### config.mk
export PLATFORM = sky130hd
export DESIGN_NAME = instr_fetch_queue_flat
export DESIGN_NICKNAME = d
export VERILOG_FILES = /design/src/rtl/instr_fetch_queue_if.sv /design/src/rtl/instr_fetch_queue.sv /design/src/flat_wrapper.sv
export SDC_FILE = /design/constraint.sdc
export NUM_CORES = 1
export LEC_CHECK = 0
export ABC_AREA = 1
export CORE_ASPECT_RATIO = 1.2
export CORE_UTILIZATION = 50
export DETAILED_ROUTE_END_ITERATION = 16
export GPL_ROUTABILITY_DRIVEN = 0
export PLACE_DENSITY_LB_ADDON = 0.05
export SETUP_SLACK_MARGIN = 0.05
export SYNTH_ARGS = -nofsm -noshare
export SYNTH_HDL_FRONTEND = slang
export SYNTH_SLANG_ARGS = --single-unit
### constraint.sdc
create_clock -name clk -period 6.6 [get_ports clk]
set_input_delay 1.32 -clock clk [delete_from_list [all_inputs] [get_ports clk]]
set_output_delay 1.32 -clock clk [all_outputs]
set_load 0.005 [all_outputs]
### src/rtl/instr_fetch_queue_if.sv
// Decode-side valid/ready handshake carrying one fetched
// instruction and its PC.
interface instr_fetch_queue_if #(
  parameter int IW = 12,
  parameter int AW = 4
);
  logic          valid;
  logic          ready;
  logic [IW-1:0] instr;
  logic [AW-1:0] pc;

  modport master (
    output valid,
    output instr,
    output pc,
    input  ready
  );

  modport slave (
    input  valid,
    input  instr,
    input  pc,
    output ready
  );
endinterface

### src/rtl/instr_fetch_queue.sv
// Fetch stage: owns the fetch PC, buffers {pc, instr} in a small
// FIFO and hands the head to decode over a valid/ready handshake.
module instr_fetch_queue #(
  parameter int DEPTH = 4,
  parameter int IW    = 12,
  parameter int AW    = 4
) (
  input  logic                       clk,
  input  logic                       reset,
  input  logic                       fetch_en,
  output logic [AW-1:0]              imem_addr,
  input  logic [IW-1:0]              imem_data,
  input  logic                       flush,
  input  logic [AW-1:0]              flush_pc,
  instr_fetch_queue_if.master        out,
  output logic [$clog2(DEPTH):0]     count
);

  localparam int PW = $clog2(DEPTH);
  localparam int CW = PW + 1;

  typedef struct packed {
    logic [AW-1:0] pc;
    logic [IW-1:0] instr;
  } entry_t;

  logic [AW-1:0] fetch_pc_q, fetch_pc_d;
  logic [PW-1:0] rd_ptr_q, rd_ptr_d;
  logic [PW-1:0] wr_ptr_q, wr_ptr_d;
  logic [CW-1:0] count_q, count_d;
  entry_t        head_q, head_d;
  entry_t        mem_q [DEPTH];
  entry_t        mem_d [DEPTH];
  entry_t        new_ent;

  logic pop;
  logic push;

  assign pop     = (count_q != '0) & out.ready;
  assign push    = fetch_en & ~flush &
                   ((count_q < CW'(DEPTH)) | pop);
  assign new_ent = '{pc: fetch_pc_q, instr: imem_data};

  always_comb begin
    fetch_pc_d = fetch_pc_q;
    rd_ptr_d   = rd_ptr_q;
    wr_ptr_d   = wr_ptr_q;
    count_d    = count_q;
    mem_d      = mem_q;
    if (flush) begin
      fetch_pc_d = flush_pc;
      rd_ptr_d   = '0;
      wr_ptr_d   = '0;
      count_d    = '0;
    end else begin
      if (push) begin
        mem_d[wr_ptr_q] = new_ent;
        wr_ptr_d        = wr_ptr_q + PW'(1);
        fetch_pc_d      = fetch_pc_q + AW'(1);
      end
      if (pop)
        rd_ptr_d = rd_ptr_q + PW'(1);
      unique case ({push, pop})
        2'b10:   count_d = count_q + CW'(1);
        2'b01:   count_d = count_q - CW'(1);
        default: count_d = count_q;
      endcase
    end
  end

  // Head is registered so out_* never depend on imem_data or
  // out.ready combinationally; it holds while the queue is empty.
  always_comb begin
    head_d = head_q;
    if (count_d != '0) begin
      if (count_q == '0 || (pop && count_q == CW'(1)))
        head_d = new_ent;
      else
        head_d = mem_q[rd_ptr_d];
    end
  end

  always_ff @(posedge clk) begin
    if (reset) begin
      fetch_pc_q <= '0;
      rd_ptr_q   <= '0;
      wr_ptr_q   <= '0;
      count_q    <= '0;
      head_q     <= '0;
      for (int i = 0; i < DEPTH; i++)
        mem_q[i] <= '0;
    end else begin
      fetch_pc_q <= fetch_pc_d;
      rd_ptr_q   <= rd_ptr_d;
      wr_ptr_q   <= wr_ptr_d;
      count_q    <= count_d;
      head_q     <= head_d;
      mem_q      <= mem_d;
    end
  end

  assign imem_addr = fetch_pc_q;
  assign count     = count_q;
  assign out.valid = (count_q != '0);
  assign out.instr = head_q.instr;
  assign out.pc    = head_q.pc;

endmodule

### src/flat_wrapper.sv
// flat-port wrapper written by rule: the top's interface ports become plain ports
module instr_fetch_queue_flat 
#(
  parameter int DEPTH = 4,
  parameter int IW    = 12,
  parameter int AW    = 4
)
  (clk, reset, fetch_en, imem_addr, imem_data, flush, flush_pc, count, out_valid, out_instr, out_pc, out_ready);
  instr_fetch_queue_if #(.IW(IW), .AW(AW)) out_i ();
  input  logic clk;
  input  logic reset;
  input  logic fetch_en;
  output logic [AW-1:0] imem_addr;
  input  logic [IW-1:0] imem_data;
  input  logic flush;
  input  logic [AW-1:0] flush_pc;
  output logic [$clog2(DEPTH):0] count;
  output wire logic [$bits(out_i.valid)-1:0] out_valid;
  output wire logic [$bits(out_i.instr)-1:0] out_instr;
  output wire logic [$bits(out_i.pc)-1:0] out_pc;
  input wire logic [$bits(out_i.ready)-1:0] out_ready;
  assign out_valid = out_i.valid;
  assign out_instr = out_i.instr;
  assign out_pc = out_i.pc;
  assign out_i.ready = out_ready;
  instr_fetch_queue #(.DEPTH(DEPTH), .IW(IW), .AW(AW)) u_core (.clk(clk), .reset(reset), .fetch_en(fetch_en), .imem_addr(imem_addr), .imem_data(imem_data), .flush(flush), .flush_pc(flush_pc), .out(out_i), .count(count));
endmodule
==> results.toml, run 1 <==
[run_status]
status = "finished clean"

[setup_path]
slowest_stage = "nand3_1"
crit_chain = "clkdlybuf4s50_1 > inv_2 > nand2_1 > nand2_1 > nor2_4 > inv_1 > ha_1 > inv_1 > nand2_1 > nand2_1 > nand3_1 > nand3b_1 > nand2_1 > a21oi_1"
crit_path_end_kind = "flop"
crit_family = "simple AND/OR/NAND/NOR gates"
cp_common_cell = "nand2_1"
cp_data_arrival_time_ns = 4.75
crit_required_ns = 6.90
critPathMaxFanout = 33
criticalPathCategory = "in2reg"
cp_num_buf_inv = 4
slowest_delay_ns = 0.79
startpoint_type = "input pin"

[synth]
syn_avg_cell_area_um2 = 7.09
yosys_register_bits = 91
yosysUniqueCellTypes = 28
synthFlopType = "dfxtp_1"
ys_warn_count = 0
syn-instance-count = 639
synth_edf_count = 0
netlist_area_mm2 = 0.00453
synthArstFlopShare_pct = 0
syn-num-nets = 671
ys_seq_area_share_pct = 40.2

[global_routing]
antenna_found_initial = 0
grt_max_degree = 75
grt_util_all_layers_pct = 28.6
grt_pass1_vias = 3981
overflow = 0
grt_pass1_wl_um = 20800

[clock_tree]
hold_buffers = 0
cts_tree = "done"
cts_root_buf = "clkbuf_8"
clockBufferDepth = 2
cts_buffers = 9
post_cts_resized = 0
htree_num_levels = 3
clk_pin_slew_ns = 0.09
post-cts-setup-buffer-count = 0
cts.sinks = 91
insertion_delay_ns = 0.37

[cells_and_area]
diodes = 0
drive_gt1_share_pct = 5.09
nets = 675
multi_input_area_mm2 = 0.00231
final_area_mm2 = 0.00507
regArea_mm2 = 0.00182
fillers = 877
syn_to_final_growth_pct = 11.9
final_cells = 765

[timing]
slew_headroom_pct = 21.9
fmax_mhz = 225
tightest_slew_ns = 1.17
finalHoldViolCount = 0
setup-violations-final = 0
report.final.slew_viol_count = 0
skew_ns = 0.0112
finalCritPeriodShare_pct = 67.4
tns_ns = 0
fin_crit_ns = 4.45
rsz0062_at_grt = "no"

[die]
die_x_um = 88.9
fp.dieH_um = 106
initial_core_util_pct = 52.1
fp.dieArea_mm2 = 0.00945
ios = 45
row_count = 37
core_region_area_mm2 = 0.00870

[run]
cap_violations = 0

[route]
drc = 0
viasPerCell = 5.87
routedWlPerCell_um = 17.0
drtAntennaViolNets = 0
first_pass_iters = 6
drt_iter0_markers = 593
wl_um = 13000
vias = 4492

[power]
worst_ir_drop_vdd_v = 0.000175
p_leak_nw = 1.81
p_per_area_mw_per_mm2 = 224

[place]
place_area_mm2 = 0.00487
dp_hpwl_um = 7470
numPlacedInstances = 749
port_buffers = 44

[hold_path]
hold_class = "reg2reg"
==> cell usage after synthesis, drive strengths merged (2+ instances only) <==
cell type,count,share of area [%]
a21oi,101,11
nand3,119,14
nand4,32,4.4
nand2,140,12
xor2,2,0.39
clkbuf,21,1.7
nand3b,16,2.7
o21ai,7,0.77
ha,11,3.0
nor2,26,2.3
buf,33,4.1
dfxtp,91,40
inv,34,2.8
==> per-stage QoR <==
step / util [%] / hold WS (ns) / power, mW / setup WS, ns
after floorplan: - / 0.440 / 0.688 / 3.54
after global placement: 56.0 / 0.448 / 0.749 / 1.94
after detailed placement: 56.0 / 0.453 / 0.752 / 1.80
after CTS: 58.3 / 0.466 / 1.13 / 2.17
after global routing: 58.3 / 0.486 / 1.18 / 1.79
final: 58.3 / 0.465 / 1.14 / 2.15
==> cell usage in the layout, fill, tap and decap left out <==
master and n:
inv_6 2, nand4_1 32, nand3_1 116, dfxtp_1 91, inv_2 6, nand2_1 137
a22oi_1 1, o21a_1 1, ha_1 11, nand3b_1 16, clkinvlp_4 2, xor2_1 2
nand3_2 2, nand3_4 1, buf_2 1, a21oi_1 101, a31oi_1 1, nor2_4 1
clkinv_2 1, buf_4 3, nand2_2 2, clkinv_1 1, clkdlybuf4s50_1 43, a221oi_1 1
inv_1 28, o211ai_1 1, clkinv_4 1, o21ai_0 7, clkbuf_8 9, nand2_4 1
bufinv_16 1, nor2_1 25
==> routing by layer <==
layer | vias up | GRT usage, % | part of all wire [%]
met1 | 2087 | 41.6 | 45
li1 | 2177 | - | -
met2 | 213 | 43.4 | 46
met4 | 0 | 8.53 | 1.4
met3 | 15 | 4.50 | 8.4
met5 | - | 0 | 0
==> worst paths after layout <==
| path | slack, ns | start | endpoint | cells after the start |
|---|---|---|---|---|
| worst max-delay path | 2.15 | out_ready | u_core.out.pc[2] | 14 |
| worst min-delay path | 0.46 | u_core.mem_q[59] | u_core.mem_q[59] | 2 |
| worst max register to register | 3.32 | u_core.count[2] | u_core.out.pc[2] | 12 |
| worst min register to register | 0.46 | u_core.mem_q[59] | u_core.mem_q[59] | 2 |
==> flip-flops by register name, summed over array words and instances, names as in the netlist <==
signal and flops:
u_core.wr_ptr_q 2, u_core.rd_ptr_q 2, u_core.out.pc 4, u_core.count 3, u_core.imem_addr 4, u_core.out.instr 12
u_core.mem_q 64
==> layout make-up <==
cell class              instances  area share (%)
clock buffers                   9            2.44
clock inverters                 7            1.50
inverters                      35            2.59
multi-input cells             459            45.6
flip-flops and latches         91            35.9
well taps                     117            2.89
repair buffers                 47            9.03
==> cell families after synthesis <==
group	after synthesis	synth area share (%)
and+or+nand+nor	333	34.9
AOI/OAI and AO/OA	113	12.8
DFF	91	40.2
buffers and inverters	89	8.72
adders and majority gates	11	3.04
xor gates and xnor gates	2	0.387
==> worst min-delay path, stage by stage (launching register included) <==
cell	delay, ns
dfxtp_1	0.32
nand2_1	0.06
a21oi_1	0.05
==> report_power, final <==
group	total (mW)	internal, mW	switching [mW]
Sequential	0.581	0.568	0.0126
Combinational	0.161	0.0654	0.0955
Clock	0.394	0.178	0.216
Note: power is estimated with default switching activity, not from simulation.
==> run 2: changes to the inputs <==
==> constraint.sdc (replaced) <==
create_clock -name clk -period 4.3 [get_ports clk]
set_input_delay 0.86 -clock clk [delete_from_list [all_inputs] [get_ports clk]]
set_output_delay 0.86 -clock clk [all_outputs]
set_load 0.005 [all_outputs]
==> results.toml, run 2 (same netlist as run 1, synthesis figures left out) <==
[run_status]
status = "finished clean"

[cells_and_area]
fin_util_pct = 58.7
largest_reg_flops = 64
syn_to_final_growth_pct = 12.8
diodes = 0
layout_common_cells = "nand2_1 (137), nand3_1 (116), a21oi_1 (101)"
nets = 682
layout_commonest_cell = "nand2_1"
final_area_mm2 = 0.00511
max_flop_register = "u_core.mem_q"
drive_gt1_share_pct = 5.80

[timing]
tns_ns = 0
finalCritPeriodShare_pct = 72.5
fin_crit_ns = 3.12
report.final.slew_viol_count = 0
setup-violations-final = 0
fmax_mhz = 321
finalHoldViolCount = 0
rsz0062_at_grt = "no"
slew_headroom_pct = 38.5
skew_ns = 0.00757
tightest_slew_ns = 0.923

[route]
wl_um = 12800
first_pass_iters = 5
drt_iter0_markers = 536
vias = 4442
drtAntennaViolNets = 0
viasPerCell = 5.75
drc = 0
routedWlPerCell_um = 16.6

[setup_path]
crit_chain = "clkdlybuf4s50_1 > inv_2 > nand2_1 > nand2_1 > nor2_4 > buf_4 > nand2_1 > nand2_1 > a21oi_1"
crit_required_ns = 4.52
crit_path_end_kind = "flop"
slowest_stage = "nand2_1"
cp_common_cell = "nand2_1"
startpoint_type = "input pin"
criticalPathCategory = "in2reg"
slowest_delay_ns = 0.63
cp_num_buf_inv = 3
cp_data_arrival_time_ns = 3.34
critPathMaxFanout = 71
crit_family = "buffers and inverters"
rrSetupSlack_ns = 1.76

[clock_tree]
cts_tree = "done"
cts.sinks = 91
cts_root_buf = "clkbuf_8"
post-cts-setup-buffer-count = 0
cts_buffers = 9
insertion_delay_ns = 0.37
post_cts_resized = 0
hold_buffers = 0
htree_num_levels = 3
clk_pin_slew_ns = 0.09
clockBufferDepth = 2

[place]
dp_hpwl_um = 7640
place_area_mm2 = 0.00492
port_buffers = 44

[die]
fp.dieArea_mm2 = 0.00945
ios = 45
initial_core_util_pct = 52.1
core_region_area_mm2 = 0.00870
row_count = 37
die_x_um = 88.9
fp.dieH_um = 106

[power]
worst_ir_drop_vdd_v = 0.000178
p_per_area_mw_per_mm2 = 337
p_leak_nw = 1.84

[global_routing]
overflow = 0
grt_util_all_layers_pct = 28.5
antenna_found_initial = 0
grt_pass1_wl_um = 20500
grt_pass1_vias = 3924
grt_max_degree = 74

[run]
cap_violations = 0

[hold_path]
hold_class = "reg2reg"
-- run 2: cell count changes in the layout (fill, tap and decap cells not counted), sizes merged --
cell | previous run | this run
clkinv | 3 | 5
clkbuf | 9 | 11
buf | 4 | 11
clkinvlp | 2 | 0
inv | 36 | 34
-- run 2: through the flow --
step / hold slack (ns) / setup slack, ns / cells / total power, mW
6_report: 0.465 / 1.18 / 772 / 1.72
2_1_floorplan: 0.440 / 1.70 / 639 / 1.06
3_3_place_gp: 0.447 / 0.911 / 756 / 1.15
3_5_place_dp: 0.452 / 0.845 / 756 / 1.16
4_1_cts: 0.466 / 1.25 / 772 / 1.73
5_1_grt: 0.485 / 1.01 / 772 / 1.80
-- run 2: worst reg2reg max path, stage by stage (launching register included) --
cell and delay, ns:
dfxtp_1 0.43, inv_1 0.11, ha_1 0.25, nand2_4 0.10
nand2_2 0.09, ha_1 0.25, nand2_1 0.08, o21ai_0 0.08
o21ai_0 0.27, nand2_1 0.10, inv_2 0.38, nand3b_1 0.15
nand2_1 0.09, a21oi_1 0.05
-- run 2: cell type report --
| class | count | area (um2) |
|---|---|---|
| clock buffer | 11 | 131 |
| clock inverter | 5 | 53.8 |
| fill | 896 | 3590 |
| inverter | 35 | 131 |
| multi-input combinational | 459 | 2310 |
| sequential | 91 | 1820 |
| tap | 117 | 146 |
| timing repair buffer | 54 | 510 |
-- run 2: where the power goes --
group	internal, mW	switching, mW	total (mW)
Clock	0.268	0.313	0.580
Combinational	0.103	0.146	0.248
Sequential	0.872	0.0200	0.892
-- run 2: path summary, 6_finish.rpt --
check	startpoint	to	depth (start not counted)
worst max register to register	u_core.count[0]	u_core.out.pc[3]	13
worst min-delay path	u_core.mem_q[23]	u_core.mem_q[23]	2
worst min register to register	u_core.mem_q[23]	u_core.mem_q[23]	2
worst max-delay path	out_ready	u_core.mem_q[13]	9
-- run 2: per-layer routing --
metal  global-route usage, %  routed length (um)
met3                    7.07                1040
met2                    40.9                5690
met4                    8.18                 116
met5                       0                   0
met1                    41.8                5990
